$ cat config.mk
export PLATFORM = sky130hd
export DESIGN_NAME = tmp_code_acc
export DESIGN_NICKNAME = d
export VERILOG_FILES = /design/src/rtl/tmp_code_acc.sv
export SDC_FILE = /design/constraint.sdc
export NUM_CORES = 1
export LEC_CHECK = 0
export ABC_AREA = 0
export CAP_MARGIN = 20
export CELL_PAD_IN_SITES_DETAIL_PLACEMENT = 1
export CELL_PAD_IN_SITES_GLOBAL_PLACEMENT = 2
export CORE_AREA = 3 3 80 82
export DETAILED_ROUTE_END_ITERATION = 8
export DIE_AREA = 0 0 83 85
export PLACE_DENSITY_LB_ADDON = 0.12
export SLEW_MARGIN = 0
export SYNTH_ARGS = -nofsm -noshare
export SYNTH_HDL_FRONTEND = slang
export SYNTH_SLANG_ARGS = --single-unit
$ cat constraint.sdc
create_clock -name clk -period 2.2 [get_ports clk]
set_input_delay 0.66 -clock clk [delete_from_list [all_inputs] [get_ports clk]]
set_output_delay 0.66 -clock clk [all_outputs]
set_load 0.1 [all_outputs]
$ cat src/rtl/tmp_code_acc.sv
//------------------------------------------------------------------------------
// Module      : tmp_code_acc
// Description : Temperature-code accumulator. Counts source/sink toggle
//               events over a fixed event window; the number of source
//               events in a completed window is the raw temperature code.
//               Codes go out over a valid/ready handshake with a sticky
//               overrun flag for results dropped while the output was full.
// Revision    : 1.0 - initial release
//------------------------------------------------------------------------------
// Build option:
//   TMP_CODE_AVG4_EN - when defined, the offered code is the truncated mean of
//                      the last four window results. The first three windows
//                      after reset or abort only fill the history.
//------------------------------------------------------------------------------
// Ports:
//   clk        in   1       system clock (posedge)
//   reset      in   1       asynchronous active-high reset
//   enable     in   1       level; 0 aborts the window and returns to IDLE
//   preChrg    in   1       1 aborts the window and returns to IDLE
//   src_n      in   1       source decision; each toggle is one source event
//   snk        in   1       sink decision; each toggle is one sink event
//   code       out  CODE_W  source count of the last accepted window
//   code_valid out  1       code holds an unconsumed result
//   code_ready in   1       consumer takes code when valid & ready
//   overrun    out  1       sticky: a result was dropped (output full)
//   busy       out  1       high while counting a window
//------------------------------------------------------------------------------
`timescale 1ns/1ps
`default_nettype none

module tmp_code_acc #(
  parameter int WINDOW_LEN = 256,
  parameter int CODE_W     = 9
) (
  input  logic              clk,
  input  logic              reset,
  input  logic              enable,
  input  logic              preChrg,
  input  logic              src_n,
  input  logic              snk,
  output logic [CODE_W-1:0] code,
  output logic              code_valid,
  input  logic              code_ready,
  output logic              overrun,
  output logic              busy
);

  // One extra bit so the total can hold the WINDOW_LEN+1 overshoot.
  localparam int              CNT_W = CODE_W + 1;
  localparam logic [CNT_W-1:0] c_WIN = CNT_W'(WINDOW_LEN);

  typedef enum logic [1:0] {
    S_IDLE  = 2'd0,
    S_COUNT = 2'd1,
    S_DONE  = 2'd2
  } state_t;

  state_t              r_state;
  state_t              w_state_nxt;

  logic                r_src_q;
  logic                r_snk_q;
  logic [CNT_W-1:0]    r_src_cnt;
  logic [CNT_W-1:0]    r_tot_cnt;
  logic [CODE_W-1:0]   r_snap;
  logic [CODE_W-1:0]   r_code;
  logic                r_code_valid;
  logic                r_overrun;

  logic                w_ev_src;
  logic                w_ev_snk;
  logic                w_abort;
  logic                w_close;
  logic                w_fire;
  logic [CNT_W-1:0]    w_src_add;
  logic [CNT_W-1:0]    w_tot_add;
  logic [CNT_W-1:0]    w_src_sat;
  logic [CODE_W-1:0]   w_result;
  logic                w_offer;

  assign w_ev_src = src_n ^ r_src_q;
  assign w_ev_snk = snk ^ r_snk_q;
  assign w_abort  = !enable || preChrg;

  assign w_src_add = r_src_cnt + CNT_W'(w_ev_src);
  assign w_tot_add = r_tot_cnt + CNT_W'(w_ev_src) + CNT_W'(w_ev_snk);
  assign w_src_sat = (w_src_add > c_WIN) ? c_WIN : w_src_add;

  // A completed window is only delivered if the DONE cycle is not aborted.
  assign w_fire = (r_state == S_DONE) && !w_abort;

  //--------------------------------------------------------------------------
  // FSM state register
  //--------------------------------------------------------------------------
  always_ff @(posedge clk or posedge reset) begin
    if (reset) begin
      r_state <= S_IDLE;
    end else begin
      r_state <= w_state_nxt;
    end
  end

  //--------------------------------------------------------------------------
  // FSM next state
  //--------------------------------------------------------------------------
  always_comb begin
    w_state_nxt = r_state;
    w_close     = 1'b0;
    case (r_state)
      S_IDLE: begin
        if (!w_abort) begin
          w_state_nxt = S_COUNT;
        end
      end
      S_COUNT: begin
        if (w_abort) begin
          w_state_nxt = S_IDLE;
        end else if (w_tot_add >= c_WIN) begin
          w_state_nxt = S_DONE;
          w_close     = 1'b1;
        end
      end
      S_DONE: begin
        w_state_nxt = w_abort ? S_IDLE : S_COUNT;
      end
      default: begin
        w_state_nxt = S_IDLE;
      end
    endcase
  end

  //--------------------------------------------------------------------------
  // Edge detectors, event counters and window snapshot.
  // Counters only advance in COUNT; every other state (and the closing
  // cycle itself) leaves them cleared for the next window.
  //--------------------------------------------------------------------------
  always_ff @(posedge clk or posedge reset) begin
    if (reset) begin
      r_src_q   <= 1'b0;
      r_snk_q   <= 1'b0;
      r_src_cnt <= '0;
      r_tot_cnt <= '0;
      r_snap    <= '0;
    end else begin
      r_src_q <= src_n;
      r_snk_q <= snk;
      if ((r_state == S_COUNT) && !w_abort && !w_close) begin
        r_src_cnt <= w_src_add;
        r_tot_cnt <= w_tot_add;
      end else begin
        r_src_cnt <= '0;
        r_tot_cnt <= '0;
      end
      if (w_close) begin
        r_snap <= CODE_W'(w_src_sat);
      end
    end
  end

  //--------------------------------------------------------------------------
  // Result selection
  //--------------------------------------------------------------------------
`ifdef TMP_CODE_AVG4_EN
  localparam int SUM_W = CODE_W + 2;

  logic [CODE_W-1:0] r_hist0;
  logic [CODE_W-1:0] r_hist1;
  logic [CODE_W-1:0] r_hist2;
  logic [1:0]        r_hist_cnt;
  logic [SUM_W-1:0]  w_sum;

  always_comb begin
    w_sum    = SUM_W'(r_snap) + SUM_W'(r_hist0) + SUM_W'(r_hist1) + SUM_W'(r_hist2);
    w_result = CODE_W'(w_sum >> 2);
    // Three earlier results must be in history before a mean is offered.
    w_offer  = w_fire && (r_hist_cnt == 2'd3);
  end

  // Every completed window enters history, even when its mean is dropped.
  always_ff @(posedge clk or posedge reset) begin
    if (reset) begin
      r_hist0    <= '0;
      r_hist1    <= '0;
      r_hist2    <= '0;
      r_hist_cnt <= 2'd0;
    end else if (w_abort) begin
      r_hist0    <= '0;
      r_hist1    <= '0;
      r_hist2    <= '0;
      r_hist_cnt <= 2'd0;
    end else if (w_fire) begin
      r_hist2 <= r_hist1;
      r_hist1 <= r_hist0;
      r_hist0 <= r_snap;
      if (r_hist_cnt != 2'd3) begin
        r_hist_cnt <= r_hist_cnt + 2'd1;
      end
    end
  end
`else
  assign w_result = r_snap;
  assign w_offer  = w_fire;
`endif

  //--------------------------------------------------------------------------
  // Output holding register and handshake.
  // A load in the DONE cycle takes priority over the consume, so a result
  // accepted in the same cycle keeps code_valid high with the new code.
  //--------------------------------------------------------------------------
  always_ff @(posedge clk or posedge reset) begin
    if (reset) begin
      r_code       <= '0;
      r_code_valid <= 1'b0;
      r_overrun    <= 1'b0;
    end else begin
      if (w_offer && (!r_code_valid || code_ready)) begin
        r_code       <= w_result;
        r_code_valid <= 1'b1;
      end else begin
        if (w_offer) begin
          r_overrun <= 1'b1;
        end
        if (r_code_valid && code_ready) begin
          r_code_valid <= 1'b0;
        end
      end
    end
  end

  assign code       = r_code;
  assign code_valid = r_code_valid;
  assign overrun    = r_overrun;
  assign busy       = (r_state == S_COUNT);

endmodule

`default_nettype wire
==> impl_metrics.py <==
metrics = {
    "power": {
        "switchingPower_w": 0.000456,
        "p_int_w": 0.00115,
        "power_density_nw_per_um2": 619,
        "p_seq_frac": 0.536,
        "leakage_nw": 1.17,
        "clock_power_share": 0.295,
        "finalPower_w": 0.00161,
        "vdd_ir_drop_max_uv": 376,
        "swShare": 0.284,
        "comb_power_share": 0.170,
    },
    "die": {
        "core_area_um2": 5820,
        "num_rows": 28,
        "start_util": 0.323,
        "io_pins": 19,
        "die_x_um": 83,
        "die_area_um2": 7060,
        "fp.dieH_um": 85,
    },
    "setup_path": {
        "required_ns": 2.38,
        "r2r_start": "r_src_q",
        "end_kind": "flop",
        "path_buf_inv": 2,
        "startpoint_type": "flop",
        "criticalPathCategory": "flop to flop",
        "slowest_delay_ns": 0.43,
        "crit_path_top_delay_cell": "dfrtp_1",
        "cp_max_fo": 6,
        "worstPathCellList": "xnor2_4 -> fa_2 -> inv_2 -> ha_4 -> and4_4 -> a311oi_4 -> a31oi_4 -> nand4_1 -> buf_6 -> o21a_1",
        "critical_path_arrival_ns": 2.50,
        "crit_path_start": "r_src_q",
        "cpLargestDelayFamily": "adder cells",
        "critical_path_depth": 10,
        "worstRegToRegCells": 10,
    },
    "timing": {
        "finalSetupViolCount": 28,
        "finalWorstSetupSlack_ns": -0.115,
        "clock.fmax_mhz": 432,
        "grt_setup_unrepaired": "true",
        "maxSlewViolCount": 0,
        "min_period_ns": 2.31,
        "hold_viol": 0,
        "finClkSkew_ns": 0.00459,
        "finalCritPeriodShare": 1.05,
    },
    "clock_network": {
        "h-tree-depth": 2,
        "cts_tree": "built",
        "cts_buffer_depth": 2,
        "cts.sinks": 44,
        "clock_latency_ns": 0.29,
        "numCtsBuffers": 5,
        "hold_buffers": 0,
        "cts-root-buf": "clkbuf_8",
        "cts.clk_slew.worst_paths_ns": 0.08,
    },
    "synthesis": {
        "yosys.area_share.simple": 0.151,
        "synth_top_area_frac": 0.587,
        "synth-edff-count": 0,
        "synth.avg_cell_area_um2": 11.4,
        "ys_ff_latch": 44,
        "yosysWarnings": 0,
        "syn_inst": 165,
        "synth_compound_gate_area_share": 0.0767,
        "synthesis.area_um2": 1880,
        "ys_types": 31,
        "async_flop_share": 1.00,
        "synth-xor-area-share": 0.0747,
        "synth.area.top_cells": "dfrtp_1, nor2_1, xnor2_1",
        "synth_top_family_by_area": "simple AND/OR/NAND/NOR gates",
        "synth_area_leader_cell": "dfrtp_1",
        "seq_area_frac_synth": 0.587,
        "synthFlopType": "dfrtp_1",
        "synthMuxAreaShare": 0.0360,
        "synth-adder-area-share": 0.0307,
    },
    "route": {
        "drc": 0,
        "wl_per_cell_um": 14.5,
        "totalWireLength_um": 4180,
        "viasPerCell": 4.60,
        "drtIter0Drc": 29,
        "detailedRoute.firstPassIterationCount": 4,
        "ant_nets": 0,
        "num_vias": 1328,
    },
    "cells_and_area": {
        "areaGrowthSynthToFinish_pct": 38.3,
        "fin_nets": 225,
        "final_common_cell": "dfrtp_1",
        "num_antenna_cells": 0,
        "final_cell_mix": "dfrtp_1, buf_4, nor2_1, inv_1, nand2_1",
        "design_area_um2": 2600,
        "drive_above_1_share": 0.350,
    },
    "global_routing": {
        "grt_overflow_total": 0,
        "grt_max_degree": 22,
        "grt_pass1_vias": 1506,
        "grt_use_total": 0.129,
        "antenna_found_initial": 0,
        "grt_pass1_wl_um": 7290,
    },
    "worst_hold_path": {
        "min_path_type": "flop to flop",
        "worstHoldStart": "code[1]",
        "whs_path_depth": 2,
    },
    "place": {
        "dpl_cell_area_um2": 2340,
        "numPortBuffers": 18,
        "hpwlAfterDp_um": 3210,
        "routabilityCongestion": 0.752,
    },
    "status": {
        "violations": "setup timing",
        "outcome": "finished with violations",
    },
    "flow_run": {
        "maxCapViolCount": 0,
    },
}
[routing by layer]
metal  global-route usage  routed length (µm)
met5                    0                   0
met2                0.232                2200
met3               0.0398                 136
met4               0.0267                  36
met1                0.154                1810
[worst reg2reg max path, cell delays in order, from the launching register on]
cell and delay [ns]:
dfrtp_1 0.43, xnor2_4 0.17, fa_2 0.38, inv_2 0.08
ha_4 0.12, and4_4 0.23, a311oi_4 0.10, a31oi_4 0.28
nand4_1 0.15, buf_6 0.17, o21a_1 0.10
[cells in the mapped netlist, drive strengths merged, types with 2 or more instances]
library cell and count:
dfrtp 44, nor2 21, inv 14, nand2 11, xnor2 8, xor2 8, nand3 7, mux2 6
nand4 5, o2bb2ai 5, o21ai 4, ha 3, nand2b 3, nor2b 3, o32ai 3, and2 2
and4 2, buf 2, nor3 2
[repair_timing]
item                                    4_1_cts  5_1_grt
buffers inserted                              4        1
endpoints found under the setup margin       29       29
cloned                                        1        0
resized for setup                            25        9
pin swaps                                     7        5
[cells by family after synthesis]
kind of cell / count (synthesis)
multiplexers: 6
flip-flops: 44
AND/OR/NAND/NOR: 59
other: 1
XOR/XNOR: 16
adder cells (fa/ha/maj): 4
AO/OA/AOI/OAI: 18
buffers and inverters: 17
[path summary, 6_finish.rpt]
kind,to,slack [ns]
max,r_snap[8],-0.11
min,code[1],0.48
max reg2reg,r_snap[8],-0.11
min reg2reg,code[1],0.48
max in group asynchronous,r_tot_cnt[8],0.95
min in group asynchronous,code[7],0.66
[sequential cells by signal, summed over array words and instances (netlist names)]
name,flops
r_tot_cnt,10
code,9
r_src_q,1
code_valid,1
r_src_cnt,10
r_state,2
r_snk_q,1
r_snap,9
overrun,1
[area by class of cell]
type                       count  area, µm²
clock buffer                   6       72.6
clock inverter                 1       5.00
fill                         650       3220
inverter                      14       52.6
multi-input combinational    106        886
sequential                    44       1100
tap                           75       93.8
timing repair buffer          43        385
[power groups by stage]
stage               registers (W)  clock network, W   logic, W
finish                   0.000861          0.000473   0.000273
global route             0.000867          0.000522   0.000293
CTS                      0.000862          0.000484   0.000268
detailed placement       0.000876                 0   0.000252
global placement         0.000875                 0   0.000247
floorplan                0.000969                 0  0.0000815
[through the flow]
step,worst slack (ns),utilization,hold slack [ns],cells,TNS [ns]
floorplan,-0.266,-,0.450,166,-5.10
global placement,-0.862,0.402,0.463,276,-23.46
detailed placement,-0.935,0.402,0.471,276,-25.42
CTS,-0.131,0.435,0.481,288,-2.17
global route,-0.205,0.446,0.469,289,-4.36
finish,-0.115,0.446,0.482,289,-1.43
Power figures use the tool's default switching activity.
